<file path="config.mk">
export PLATFORM = sky130hd
export DESIGN_NAME = exe_mem_reg
export DESIGN_NICKNAME = d
export VERILOG_FILES = /design/src/rtl/exe_mem_reg.sv
export SDC_FILE = /design/constraint.sdc
export NUM_CORES = 1
export LEC_CHECK = 0
export CAP_MARGIN = 20
export CORE_AREA = 2 2 113 115
export DETAILED_ROUTE_END_ITERATION = 12
export DIE_AREA = 0 0 115 117
export SETUP_SLACK_MARGIN = 0.02
export SLEW_MARGIN = 10
export SYNTH_ARGS = -nofsm -noshare
export SYNTH_HDL_FRONTEND = slang
export SYNTH_SLANG_ARGS = --single-unit
</file>
<file path="constraint.sdc">
create_clock -name clk -period 3 [get_ports clk]
set_clock_uncertainty 0.15 [all_clocks]
set_input_delay 0.3 -clock clk [delete_from_list [all_inputs] [get_ports clk]]
set_output_delay 0.3 -clock clk [all_outputs]
set_load 0.02 [all_outputs]
</file>
<file path="src/rtl/exe_mem_reg.sv">
// EX/MEM pipeline register with valid/ready handshake, NOP-ing of condition-failed
// instructions, flush, and the architectural NZCV register. Optional macro: STATUS_FWD_EN.
module exe_mem_reg (
    input  logic        clk,
    input  logic        rst,
    input  logic        ex_valid,
    output logic        ex_ready,
    input  logic        cond_fail,
    input  logic        flush,
    input  logic        wb_en_in,
    input  logic        mem_r_en_in,
    input  logic        mem_w_en_in,
    input  logic        s_in,
    input  logic [31:0] alu_result_in,
    input  logic [31:0] st_val_in,
    input  logic [3:0]  dest_in,
    input  logic [3:0]  status_in,
    output logic        mem_valid,
    input  logic        mem_ready,
    output logic        wb_en,
    output logic        mem_r_en,
    output logic        mem_w_en,
    output logic [31:0] alu_result,
    output logic [31:0] st_val,
    output logic [3:0]  dest,
    output logic [3:0]  status_q,
    output logic        carry_out
);

    logic        mem_valid_q, mem_valid_d;
    logic        wb_en_q, wb_en_d;
    logic        mem_r_en_q, mem_r_en_d;
    logic        mem_w_en_q, mem_w_en_d;
    logic [31:0] alu_q, alu_d;
    logic [31:0] st_q, st_d;
    logic [3:0]  dest_q, dest_d;
    logic [3:0]  nzcv_q, nzcv_d;
    logic        accept_s;
    logic        status_upd_s;

    assign ex_ready     = !mem_valid_q || mem_ready;
    assign accept_s     = ex_valid && ex_ready;
    assign status_upd_s = accept_s && s_in && !cond_fail && !flush;

    // Next-state selection: flush beats accept, accept beats drain, otherwise hold.
    always_comb begin
        mem_valid_d = mem_valid_q;
        wb_en_d     = wb_en_q;
        mem_r_en_d  = mem_r_en_q;
        mem_w_en_d  = mem_w_en_q;
        alu_d       = alu_q;
        st_d        = st_q;
        dest_d      = dest_q;
        if (flush) begin
            mem_valid_d = 1'b0;
            wb_en_d     = 1'b0;
            mem_r_en_d  = 1'b0;
            mem_w_en_d  = 1'b0;
        end else if (accept_s) begin
            // A condition-failed instruction still occupies the slot but does nothing.
            mem_valid_d = 1'b1;
            wb_en_d     = wb_en_in    && !cond_fail;
            mem_r_en_d  = mem_r_en_in && !cond_fail;
            mem_w_en_d  = mem_w_en_in && !cond_fail;
            alu_d       = alu_result_in;
            st_d        = st_val_in;
            dest_d      = dest_in;
        end else if (mem_ready) begin
            mem_valid_d = 1'b0;
            wb_en_d     = 1'b0;
            mem_r_en_d  = 1'b0;
            mem_w_en_d  = 1'b0;
        end else begin
            mem_valid_d = mem_valid_q;
        end
        if (status_upd_s) begin
            nzcv_d = status_in;
        end else begin
            nzcv_d = nzcv_q;
        end
    end

    // State register with synchronous reset.
    always_ff @(posedge clk) begin
        if (rst) begin
            mem_valid_q <= 1'b0;
            wb_en_q     <= 1'b0;
            mem_r_en_q  <= 1'b0;
            mem_w_en_q  <= 1'b0;
            alu_q       <= 32'h0000_0000;
            st_q        <= 32'h0000_0000;
            dest_q      <= 4'h0;
            nzcv_q      <= 4'b0000;
        end else begin
            mem_valid_q <= mem_valid_d;
            wb_en_q     <= wb_en_d;
            mem_r_en_q  <= mem_r_en_d;
            mem_w_en_q  <= mem_w_en_d;
            alu_q       <= alu_d;
            st_q        <= st_d;
            dest_q      <= dest_d;
            nzcv_q      <= nzcv_d;
        end
    end

    assign mem_valid  = mem_valid_q;
    assign wb_en      = wb_en_q;
    assign mem_r_en   = mem_r_en_q;
    assign mem_w_en   = mem_w_en_q;
    assign alu_result = alu_q;
    assign st_val     = st_q;
    assign dest       = dest_q;
    assign status_q   = nzcv_q;

`ifdef STATUS_FWD_EN
    // Bypass the carry being written this cycle so a dependent ALU op sees it at once.
    assign carry_out = status_upd_s ? status_in[1] : nzcv_q[1];
`else
    assign carry_out = nzcv_q[1];
`endif

endmodule

</file>
Word level (Yosys, flattened, before mapping)
Cells that the tools add are included.
Widths: inputs -> output; s select.
{"block": "word_totals", "mem_bits_rw": 0, "out_inout_bits": 78, "mem_bits_ro": 0, "register_bits": 76, "input_bits": 82, "memories": 0, "latchBits": 0}
{"block": "classes", "n_mul": 0, "order_cmp": 0, "n_shift": 0, "div": 0, "mux": 5, "eq_ne": 0, "n_reduce_logical": 14, "bitwise_logic": 1, "add_sub_neg": 0}
{"op": "$logic_and 1x1->1", "count": 7}
{"op": "$mux 1", "count": 5}
{"op": "$logic_not 1->1", "count": 3}
{"op": "$reduce_and 2->1", "count": 1}
{"op": "$reduce_bool 2->1", "count": 1}
{"op": "$reduce_or 2->1", "count": 1}
{"op": "$logic_or 1x1->1", "count": 1}
{"op": "$not 1->1", "count": 1}

Logic depth before layout (Yosys ltp)
{"block": "logic_depth", "depth_word": 6, "ltp_mapped": 7, "depth_no_buf": 4}

Worst setup path after synthesis
OpenSTA, ideal clock, no wires.
{"block": "synth_path", "path_kind": "register to output", "from": "register mem_valid_q, in the netlist mem_valid", "to": "output ex_ready", "arrival_time_ns": 1.117, "stages_incl_launch_ff": 6, "setup_slack_ns": 1.433, "n_path_buf": 3, "t_required_ns": 2.550, "path_cell_list": "dfxtp_1 -> nor2b_1 -> buf_6 -> inv_1 -> buf_2 -> buf_2"}
{"block": "synth_via", "elab_chain_len": 2}
{"element": "from (decl)", "line_no": "30", "rtl": "logic mem_valid_q, mem_valid_d;"}
{"element": "from (signal assigned)", "line_no": "95", "rtl": "mem_valid_q <= mem_valid_d;"}
{"element": "$logic_not 1->1", "line_no": "41", "rtl": "assign ex_ready = !mem_valid_q || mem_ready;"}
{"element": "$logic_or 1x1->1", "line_no": "41"}
{"element": "to (decl)", "line_no": "7", "rtl": "output logic ex_ready,"}
Every way passes these cells.

Worst setup path in the final report
{"block": "layout_path", "from": "input mem_ready", "to": "output ex_ready"}
{"block": "layout_via", "elab_chain_len": 1}
{"element": "from (decl)", "line_no": "19", "rtl": "input logic mem_ready,"}
{"element": "$logic_or 1x1->1", "line_no": "41"}
Every way passes these cells.

==> flow_summary.toml <==
[cts]
cts_setup_buffers = 0
clkTransAtPathRegs_ns = 0.06
clock_path_buffers = 2
clk_latency_ns = 0.33
cts_tree = "built"
hold_buffers = 0
post_cts_resized = 0
cts_buffers = 9
cts_root_buf = "clkbuf_16"
clock-sinks = 76
htreeDepth = 3

[timing]
rsz0062_at_grt = "false"
min_period_ns = 2.25
hold-worst-slack_ns = 0.291
fin_crit_sh_pct = 74.9
hold_violations = 0
timing.fmax_mhz = 445
slew_headroom_pct = 48.3
setup_violations = 0
slew_violations = 0
max_slew.worst_pin.slew_ns = 0.775
tns_ns = 0

[drt]
routed_wl_um = 9570
antenna_left = 0
vias = 3104
wl_met1_um = 4200
vias_per_cell = 4.81
top_layer = "met4"
first_pass_iters = 4
drt_iter0_markers = 177
dr_wl_met2_um = 4420
drc = 0
wl_per_cell_um = 14.8
wl_met3_um = 825

[final_layout]
fin_nets = 573
most-common-layout-cells = "clkdlybuf4s50_1, dfxtp_1, a21oi_1"
antenna_cells = 0
layout_commonest_cell = "clkdlybuf4s50_1"
synthToLayoutAreaGrowth_pct = 66.0
drive_gt1_share_pct = 6.26

[synth]
yosys.area_share.simple_pct = 16.0
ys_types = 20
ys_seq_area_share_pct = 51.1
yosysWarnings = 0
syn-mean-instance-area_um2 = 8.43
muxShareOfSynthArea_pct = 1.35
synth_area_um2 = 2980
synth_xor_xnor_area_share_pct = 0
synth_top_family_by_area = "compound AO/OA/AOI/OAI gates"
synthAdderAreaFrac_pct = 0
ys_ff_latch = 76
netlist_instances = 353
synthesis.nets = 435
synth-compound-area-share_pct = 24.3

[die]
die_w_um = 115
core_um2 = 12300
fp.dieArea_um2 = 13500
ios = 160
num_rows = 41
initial_core_util_pct = 24.2
die_h_um = 117

[placement]
io_buffers = 159
post-dp-hpwl_um = 6590
place_congestion = 0.711

[grt]
grt_usage_pct = 14.0
grt_pass1_vias = 3049
grt_start_max_net_pins = 75
grt_pass1_wl_um = 15000
grt.overflow.total = 0
antenna_found_initial = 0

[setup_path]
startpoint_type = "input pin"
required_ns = 2.55
r2r_start = "mem_valid$_SDFFE_PP0P_"
cp_data_arrival_time_ns = 1.80
r2r_slack_ns = 1.12
critPathMaxFanout = 19
crit_type = "input pin to output port"
end_kind = "output port"
startpoint = "mem_ready"

[worst_hold_path]
hp-start = "rst"
min_path_type = "input pin to register"

[job]
cap_violations = 0

[power_and_ir_drop]
ir_drop_mv = 0.271
p_leak_nw = 1.66
p_per_area_nw_per_um2 = 520

[outcome]
outcome = "complete, no violations"
==> cells by family (layout without fill, tap and decap cells) <==
group,after synthesis,in the layout
compound gates,142,142
buf+inv,45,187
flops,76,76
mux,4,4
simple gates,86,86
==> stage by stage <==
| step | instances | total power (W) | cell area, um^2 | setup slack, ns | util [%] |
|---|---|---|---|---|---|
| after floorplan | 353 | 0.00127 | 2980 | 1.43 | - |
| after detailed placement | 630 | 0.00149 | 4630 | 0.625 | 37.6 |
| after global routing | 645 | 0.00269 | 4940 | 0.668 | 40.1 |
| after global placement | 630 | 0.00149 | 4630 | 0.643 | 37.6 |
| after CTS | 645 | 0.00261 | 4940 | 0.733 | 40.1 |
| final | 645 | 0.00257 | 4940 | 0.753 | 40.1 |
==> registers in the layout, summed over array words and instances (netlist names) <==
signal,count
mem_r_en,1
mem_valid,1
st_val,32
alu_result,32
mem_w_en,1
wb_en,1
status_q,4
dest,4
==> critical path, stage by stage <==
cell and delay, ns:
clkdlybuf4s50_1 0.50, nor2b_4 0.38, inv_2 0.06, clkdlybuf4s50_1 0.54
==> final cells by class <==
class / count / area (um^2)
fill: 1227 / 7370
timing repair buffer: 168 / 1650
sequential: 76 / 1520
multi-input combinational: 232 / 1250
clock buffer: 12 / 267
tap: 150 / 188
clock inverter: 3 / 45.0
inverter: 4 / 15.0
==> metal layers <==
| layer | up-vias | GRT usage [%] |
|---|---|---|
| li1 | 1523 | - |
| met1 | 1449 | 18.1 |
| met2 | 121 | 21.3 |
| met3 | 11 | 5.10 |
| met4 | 0 | 5.38 |
| met5 | - | 0 |
==> cells in the mapped netlist, drive strengths merged <==
| master | instances | share of area (%) |
|---|---|---|
| mux2i | 4 | 1.3 |
| nand4b | 3 | 0.88 |
| nand3 | 68 | 11 |
| o21ai | 68 | 11 |
| nor4b | 1 | 0.80 |
| inv | 4 | 0.50 |
| nor2b | 2 | 0.42 |
| a21oi | 71 | 12 |
| nor2 | 2 | 0.25 |
| clkbuf | 21 | 2.7 |
| dfxtp | 76 | 51 |
| a211o | 3 | 0.88 |
| nand2b | 9 | 2.0 |
| or2 | 1 | 0.21 |
| buf | 20 | 4.1 |
==> report_power, final <==
group / switching, W / leakage, nW / internal, W
logic: 0.000184 / 0.896 / 0.000210
clock network: 0.000393 / 0.147 / 0.000707
registers: 0.0000221 / 0.621 / 0.00105
total: 0.000598 / 1.66 / 0.00197
==> final timing paths <==
kind / to / cells after the start
setup reg to reg: mem_r_en$_SDFFE_PP0P_ / 5
setup / recovery: ex_ready / 4
hold reg to reg: alu_result[20]$_SDFFE_PP0P_ / 2
hold / removal: alu_result[18]$_SDFFE_PP0P_ / 2
(Power assumes the default switching activity.)
